--- src/rtl/matrix_result_streamer.sv ---
// Captures the SIZE x SIZE product of the systolic multiplier on done_i and
// streams it row-major over valid/ready, with frame counting and overrun flag.
module matrix_result_streamer #(
   parameter int WIDTH = 16,
   parameter int SIZE  = 3,
   parameter int IDXW  = $clog2(SIZE),
   parameter int FCW   = 8
) (
   input  logic                                clock,
   input  logic                                reset,
   input  logic                                done_i,
   input  logic [SIZE-1:0][SIZE-1:0][WIDTH-1:0] mat_i,
   output logic                                out_valid_o,
   input  logic                                out_ready_i,
   output logic [WIDTH-1:0]                    out_data_o,
   output logic [IDXW-1:0]                     out_row_o,
   output logic [IDXW-1:0]                     out_col_o,
   output logic                                out_last_o,
   output logic                                busy_o,
   output logic                                overrun_o,
   output logic [FCW-1:0]                      frame_count_o
);

   localparam logic [IDXW-1:0] LAST_IDX = IDXW'(SIZE - 1);

   typedef enum logic {S_IDLE, S_STREAM} state_t;

   state_t           r_state;
   state_t           w_next_state;
   logic [WIDTH-1:0] r_buf [SIZE][SIZE];
   logic [IDXW-1:0]  r_row;
   logic [IDXW-1:0]  r_col;
   logic             r_overrun;
   logic [FCW-1:0]   r_frame_count;

   logic w_streaming;
   logic w_xfer;
   logic w_last;
   logic w_frame_end;
   logic w_capture;

   assign w_streaming = (r_state == S_STREAM);
   assign w_xfer      = w_streaming && out_ready_i;
   assign w_last      = (r_row == LAST_IDX) && (r_col == LAST_IDX);
   assign w_frame_end = w_xfer && w_last;
   // A new frame is accepted when idle, or exactly as the last element leaves.
   assign w_capture   = done_i && (!w_streaming || w_frame_end);

   always_ff @(posedge clock) begin
      if (reset) r_state <= S_IDLE;
      else       r_state <= w_next_state;
   end

   // NOTE: every signal driven here gets a default first so no latch is inferred.
   always_comb begin
      w_next_state = r_state;
      out_valid_o  = 1'b0;
      busy_o       = 1'b0;
      case (r_state)
         S_IDLE: begin
            if (done_i) w_next_state = S_STREAM;
         end
         S_STREAM: begin
            out_valid_o = 1'b1;
            busy_o      = 1'b1;
            if (w_frame_end && !done_i) w_next_state = S_IDLE;
         end
         default: w_next_state = S_IDLE;
      endcase
   end

   // NOTE: the capture buffer is deliberately left out of reset; out_data_o is
   // masked while not valid, so stale contents are never visible.
   always_ff @(posedge clock) begin
      if (w_capture && !reset) begin
         for (int r = 0; r < SIZE; r++)
            for (int c = 0; c < SIZE; c++)
               r_buf[r][c] <= mat_i[r][c];
      end
   end

   always_ff @(posedge clock) begin
      if (reset) begin
         r_row         <= '0;
         r_col         <= '0;
         r_overrun     <= 1'b0;
         r_frame_count <= '0;
      end else begin
         if (w_capture) begin
            r_row <= '0;
            r_col <= '0;
         end else if (w_xfer) begin
            if (r_col == LAST_IDX) begin
               r_col <= '0;
               r_row <= w_last ? '0 : r_row + 1'b1;
            end else begin
               r_col <= r_col + 1'b1;
            end
         end
         if (w_frame_end) r_frame_count <= r_frame_count + 1'b1;
         if (done_i && w_streaming && !w_frame_end) r_overrun <= 1'b1;
      end
   end

   assign out_data_o    = out_valid_o ? r_buf[r_row][r_col] : '0;
   assign out_row_o     = r_row;
   assign out_col_o     = r_col;
   assign out_last_o    = out_valid_o && w_last;
   assign overrun_o     = r_overrun;
   assign frame_count_o = r_frame_count;

endmodule

--- config.mk ---
export PLATFORM = sky130hd
export DESIGN_NAME = matrix_result_streamer
export DESIGN_NICKNAME = d
export VERILOG_FILES = /design/src/rtl/matrix_result_streamer.sv
export SDC_FILE = /design/constraint.sdc
export NUM_CORES = 1
export LEC_CHECK = 0
export BUFFER_PORTS_ARGS = -buffer_cell sky130_fd_sc_hd__buf_2
export CORE_ASPECT_RATIO = 0.5
export CORE_MARGIN = 3
export CORE_UTILIZATION = 35
export CTS_CLUSTER_DIAMETER = 60
export DETAILED_ROUTE_END_ITERATION = 6
export MAX_ROUTING_LAYER = met4
export SKIP_LAST_GASP = 1
export SLEW_MARGIN = 30
export SYNTH_ARGS = -nofsm -noshare
export SYNTH_HDL_FRONTEND = slang
export SYNTH_SLANG_ARGS = --single-unit
--- constraint.sdc ---
create_clock -name clock -period 18 [get_ports clock]
set_input_delay 3.6 -clock clock [delete_from_list [all_inputs] [get_ports clock]]
set_output_delay 3.6 -clock clock [all_outputs]
set_load 0.005 [all_outputs]
# Word-level counts from Yosys, hierarchy flattened
# Memories as Yosys holds them, arrays and structs flattened. A register that Yosys moved wholly into a read port is not among the register bits.
# Index checks and enable logic that the tools add are counted.
# word_totals
register_bits,14
ramBits,144
inputBits,148
elab_cells,44
n_memories,1
# op_classes
add_sub_neg,3
magnitude_cmp,1
n_eq_ne,2
n_mux,14
n_bitwise,2
reduce_logical,16
# mem_list
name,words,width,read_ports,rd_ports_with_merged_regs,wr,line,source
r_buf,3,48,1,1,3,30,logic [WIDTH-1:0] r_buf [SIZE][SIZE];
# op_table
operator,count
16-bit 2-to-1 mux,3
16-bit binary-select mux with 2-bit select,1
1-bit logical AND,9
"8-bit by 1-bit adder with 8-bit output, second input constant",1
2-bit 2-to-1 mux,4
1-bit 2-to-1 mux,5
"2-bit by 1-bit adder with 2-bit output, second input constant",2
"2-bit equality test, second input constant",2
1-bit logical NOT,4
"3-bit greater-or-equal comparator, second input constant",1
2-bit NOT with 3-bit output,1
1-bit one-hot mux with 2 select lines,1
2-bit AND reduction,1
2-bit OR reduction,1
1-bit logical OR,1
1-bit NOT,1

# Longest topological paths before layout
# logic_depth
depth_word,8
depth_mapped,6

# Worst setup path before layout
# No wires, ideal clock.
# synth_timing
path_kind,input-to-reg
startpoint,input out_ready_i
endpoint,memory r_buf[0][0] (netlist bit) (enable)
setup_time_ns,0.854
t_arrival_ns,14.451
required_time_ns,17.146
path_slack_ns,2.696
cell_stages,3
cell_sequence,inv_1 -> o21ai_0 -> nor3b_1
# synth_lines
item,line,source
"start, declared",14,"input logic out_ready_i,"
"end, declared",30,

# Worst setup path in the final report
# layout_timing
startpoint,"register r_col[1], in the netlist out_col_o[1]"
endpoint,output out_data_o[12]
# layout_via
elab_chain_cells,5
# layout_lines
item,line,source
"start, declared",32,logic [IDXW-1:0] r_col;
"start signal, assigned",97,r_col <= r_col + 1'b1;
2-bit NOT with 3-bit output (implied by the code),105,assign out_data_o = out_valid_o ? r_buf[r_row][r_col] : '0;
16-bit binary-select mux with 2-bit select,105,
16-bit 2-to-1 mux (implied by the code) (2 in a row),105,
16-bit 2-to-1 mux,105,
"end, declared",15,"output logic [WIDTH-1:0] out_data_o,"
# No other way between the ends. The select of a mux whose other input is x is not followed.

==> flow_summary.html <==
<table>
<tr><th>Metric</th><th>Value</th></tr>
<tr><th colspan="2">Floorplanning</th></tr>
<tr><td>Std-Cell Core Area</td><td>17610 um2</td></tr>
<tr><td>Y dimension of the die</td><td>101.4 um</td></tr>
<tr><td>Die area</td><td>19950 um2</td></tr>
<tr><td>Num rows</td><td>34</td></tr>
<tr><td>Initial Utilization</td><td>36.17%</td></tr>
<tr><td>Top Ports</td><td>180</td></tr>
<tr><td>Die Span X</td><td>196.8 um</td></tr>
<tr><th colspan="2">Global routing</th></tr>
<tr><td>Initial antenna violation count</td><td>2</td></tr>
<tr><td>Remaining Overflow, GRT</td><td>0</td></tr>
<tr><td>GRT met1 Usage</td><td>20.30%</td></tr>
<tr><td>Met2 layer usage reported by global route</td><td>24.81%</td></tr>
<tr><td>Wire length of the first global-routing pass</td><td>22540 um</td></tr>
<tr><td>Most Crowded Layer GR</td><td>met2</td></tr>
<tr><td>Largest net degree at the start of global routing</td><td>62</td></tr>
<tr><td>Number of global-route vias before repair</td><td>3967</td></tr>
<tr><td>Met3 demand-to-capacity share in global routing</td><td>4.154%</td></tr>
<tr><td>All-Layer GR Usage</td><td>15.77%</td></tr>
<tr><th colspan="2">Setup path</th></tr>
<tr><td>Critical Path Source Type</td><td>flop</td></tr>
<tr><td>Slowest cell delay on critical path</td><td>0.94 ns</td></tr>
<tr><td>Cells along the critical path</td><td>nand2b_1 &gt; o22ai_1 &gt; o311a_1 &gt; buf_2</td></tr>
<tr><td>Delay-heaviest family, CP</td><td>flip-flops</td></tr>
<tr><td>Cells on worst reg2reg path</td><td>5</td></tr>
<tr><td>Count of buffering cells on the critical path with inverters included</td><td>1</td></tr>
<tr><td>Element type at the critical path end</td><td>output pin</td></tr>
<tr><td>CP Data Required Time</td><td>14.40 ns</td></tr>
<tr><td>CP Data Arrival Time</td><td>2.97 ns</td></tr>
<tr><td>Standard cell with the maximum stage delay on the critical path</td><td>dfxtp_1</td></tr>
<tr><td>Setup Crit Path Kind</td><td>flop to output pin</td></tr>
<tr><td>Depth of the critical timing path with buffers and inverters included</td><td>4</td></tr>
<tr><td>CP max FO</td><td>23</td></tr>
<tr><th colspan="2">Clock tree</th></tr>
<tr><td>Hold bufs inserted after CTS</td><td>0</td></tr>
<tr><td>PostCTS Resize Cnt</td><td>0</td></tr>
<tr><td>CTS Buffer Depth</td><td>2</td></tr>
<tr><td>Number of buffers inserted during clock tree synthesis</td><td>17</td></tr>
<tr><td>H-tree levels</td><td>4</td></tr>
<tr><td>Postcts setup bufs</td><td>0</td></tr>
<tr><td>Clk Latency, worst-skew pair</td><td>0.42 ns</td></tr>
<tr><td>Cell chosen for the clock root</td><td>clkbuf_16</td></tr>
<tr><td>TritonCTS clock tree</td><td>yes</td></tr>
<tr><td>CTS clk-pin slew, worst paths</td><td>0.06 ns</td></tr>
<tr><td>Clock net sink count</td><td>160</td></tr>
<tr><th colspan="2">Synth</th></tr>
<tr><td>Mux contribution to synthesized area</td><td>10.10%</td></tr>
<tr><td>Number of unique standard cell types used by synthesis</td><td>38</td></tr>
<tr><td>Yosys top cell area share</td><td>67.88%</td></tr>
<tr><td>Cell with the most instances after synthesis</td><td>edfxtp_1</td></tr>
<tr><td>Number of warnings printed during yosys synthesis</td><td>0</td></tr>
<tr><td>Simple-gate share of the synthesized area</td><td>4.596%</td></tr>
<tr><td>Dominant combinational cell family by area after synthesis</td><td>multiplexers</td></tr>
<tr><td>Number of enable-type register cells in the synthesized netlist</td><td>144</td></tr>
<tr><td>Part of the Yosys area used for sequential elements</td><td>72.91%</td></tr>
<tr><td>Post-synthesis cell type with the largest combined area</td><td>edfxtp_1</td></tr>
<tr><td>#FFs+latches synth</td><td>160</td></tr>
<tr><td>Asr flop ratio synth</td><td>0%</td></tr>
<tr><td>Top FF cell, synth</td><td>edfxtp_1</td></tr>
<tr><td>Syn Nets</td><td>545</td></tr>
<tr><td>Area contributors post-synth</td><td>edfxtp_1 (68%), mux2i_1 (9.7%), dfxtp_1 (5.0%)</td></tr>
<tr><td>Syn Std Cell Area</td><td>6370 um2</td></tr>
<tr><td>Xor/xnor share of the synthesized area</td><td>0%</td></tr>
<tr><td>Fraction of the mapped netlist area in adder cells</td><td>0.1964%</td></tr>
<tr><td>Mean area per synthesized cell</td><td>16.09 um2</td></tr>
<tr><td>Synth Area in Compound Gates</td><td>8.682%</td></tr>
<tr><td>Cell count after synthesis</td><td>396</td></tr>
<tr><td>Ranking of synthesized cells by instance count</td><td>edfxtp_1 (144), mux2i_1 (62), inv_1 (20), dfxtp_1 (16), nor2_1 (16)</td></tr>
<tr><th colspan="2">Placement</th></tr>
<tr><td>Number of buffers added on ports</td><td>179</td></tr>
<tr><td>Final HPWL from detailed placement</td><td>10430 um</td></tr>
<tr><td>Routability cong.</td><td>0.8433</td></tr>
<tr><td>Placement Cell Area</td><td>7476 um2</td></tr>
<tr><th colspan="2">Pwr</th></tr>
<tr><td>Power, Total</td><td>0.7980 mW</td></tr>
<tr><td>Worst IR Drop VDD</td><td>74.98 uV</td></tr>
<tr><td>PD cells</td><td>99.53 nW/um2</td></tr>
<tr><td>Static power due to leakage</td><td>2.934 nW</td></tr>
<tr><th colspan="2">Finish</th></tr>
<tr><td>Final layout net count</td><td>723</td></tr>
<tr><td>Area growth, synth to finish</td><td>25.87%</td></tr>
<tr><td>Final instance area</td><td>8018 um2</td></tr>
<tr><td>Fraction of final layout cells sized beyond drive strength 1</td><td>37.82%</td></tr>
<tr><td>Filler Cells Inserted</td><td>1610</td></tr>
<tr><th colspan="2">Detailed routing</th></tr>
<tr><td>Via density per instance</td><td>4.854</td></tr>
<tr><td>TritonRoute pass-1 iters</td><td>4</td></tr>
<tr><td>Number of routed nets with antenna violations</td><td>0</td></tr>
<tr><td>Final routed wirelength across all metal layers</td><td>15300 um</td></tr>
<tr><td>Residual DRC</td><td>0</td></tr>
<tr><td>Overall via count from detail_route</td><td>3995</td></tr>
<tr><td>Per-cell routed wire length</td><td>18.59 um</td></tr>
<tr><td>Detailed Route Iter0 Violations</td><td>266</td></tr>
<tr><th colspan="2">STA</th></tr>
<tr><td>Slew at the pin closest to its max-slew limit</td><td>0.9473 ns</td></tr>
<tr><td>Fraction of the cycle the final worst path needs</td><td>36.52%</td></tr>
<tr><td>Clock skew after layout</td><td>0.01335 ns</td></tr>
<tr><td>Relative slew slack</td><td>36.76%</td></tr>
<tr><td>Final count of negative-setup-slack endpoints</td><td>0</td></tr>
<tr><td>Clock period minus final worst setup slack</td><td>6.573 ns</td></tr>
<tr><td>Total negative setup slack</td><td>0 ns</td></tr>
<tr><td>Max-slew violation count</td><td>0</td></tr>
<tr><td>Unrepaired setup endpoints after global routing</td><td>false</td></tr>
<tr><td>Count of final hold-check violations</td><td>0</td></tr>
<tr><td>Peak clock frequency supported by timing</td><td>0.1521 GHz</td></tr>
<tr><th colspan="2">Worst hold path</th></tr>
<tr><td>Class of the most critical hold timing path</td><td>flop to flop</td></tr>
<tr><td>Worst hold path depth</td><td>2</td></tr>
<tr><th colspan="2">Run status</th></tr>
<tr><td>Outcome</td><td>completed</td></tr>
<tr><th colspan="2">Job</th></tr>
<tr><td>Max cap viols</td><td>0</td></tr>
</table>
## state kept, by name, indices dropped and copies added, names as in the netlist, named ones only
signal and cells:
r_buf 144, overrun_o 1, out_row_o 2, out_col_o 2, frame_count_o 8, r_state 1
## final cells by class
class | instances | area, um2 | area share (%)
Timing Repair Buffer | 187 | 955.9 | 11.92
Multi-Input combinational cell | 188 | 1506 | 18.79
Inverter | 20 | 75.07 | 0.9363
Antenna cell | 2 | 5.005 | 0.06242
Sequential cell | 160 | 4646 | 57.94
Clock inverter | 14 | 107.6 | 1.342
Tap cell | 234 | 292.8 | 3.652
Clock buffer | 18 | 429.2 | 5.353
## kinds of logic (layout without fill, tap and decap cells)
group                      after synthesis  in the layout
AOI/OAI and AO/OA                       73             73
buffers and inverters                   48            239
adders and majority gates                1              1
other                                    0              2
muxes                                   64             64
and+or+nand+nor                         50             50
DFF                                    160            160
## report_power, final
| part | switching (mW) | total (mW) | internal, mW |
|---|---|---|---|
| Clock | 0.154 | 0.332 | 0.179 |
| Combinational | 0.0223 | 0.0419 | 0.0196 |
| Sequential | 0.00358 | 0.424 | 0.420 |
## cell usage in the layout, fill, tap and decap left out, types with 4 or more instances in the layout
cell type / instances
a21oi_1: 10
buf_2: 179
buf_4: 8
clkbuf_16: 17
clkinvlp_4: 6
dfxtp_1: 15
edfxtp_1: 144
inv_1: 20
inv_6: 5
mux2i_1: 62
nand2_1: 4
nand2b_1: 6
nor2_1: 16
nor2b_1: 4
o21ai_0: 6
o221ai_1: 15
o22ai_1: 15
o311a_1: 15
o31ai_1: 5
or4_1: 5
## final timing paths
check	from	end	slack [ns]
hold / removal	overrun_o	overrun_o	0.48
hold reg to reg	overrun_o	overrun_o	0.48
setup reg to reg	out_col_o[1]	r_buf[1][37]	14.14
setup / recovery	out_col_o[1]	out_data_o[12]	11.43
## per-layer routing
| layer | wire length [um] | part of all wire (%) |
|---|---|---|
| met1 | 6808 | 45 |
| met2 | 7498 | 49 |
| met3 | 856 | 5.6 |
| met4 | 133 | 0.87 |
| met5 | 0 | 0 |
## worst register-to-register path, delay by kind of cell (launching register included)
kind | cells | cell delay, ns
buf+inv | 2 | 1.36
flops | 1 | 0.94
compound gates | 1 | 0.51
simple gates | 2 | 0.63
## through the flow
| stage | cells | worst slack, ns | util [%] | hold WS, ns |
|---|---|---|---|---|
| finish | 823 | 11.43 | 45.52 | 0.4763 |
| global route | 823 | 11.26 | 45.52 | 0.5249 |
| CTS | 821 | 11.39 | 45.50 | 0.4696 |
| detailed placement | 789 | 11.71 | 42.45 | 0.4523 |
| global placement | 789 | 11.84 | 42.45 | 0.4527 |
| floorplan | 396 | 2.696 | - | 0.4559 |
Power figures use the tool's default switching activity.
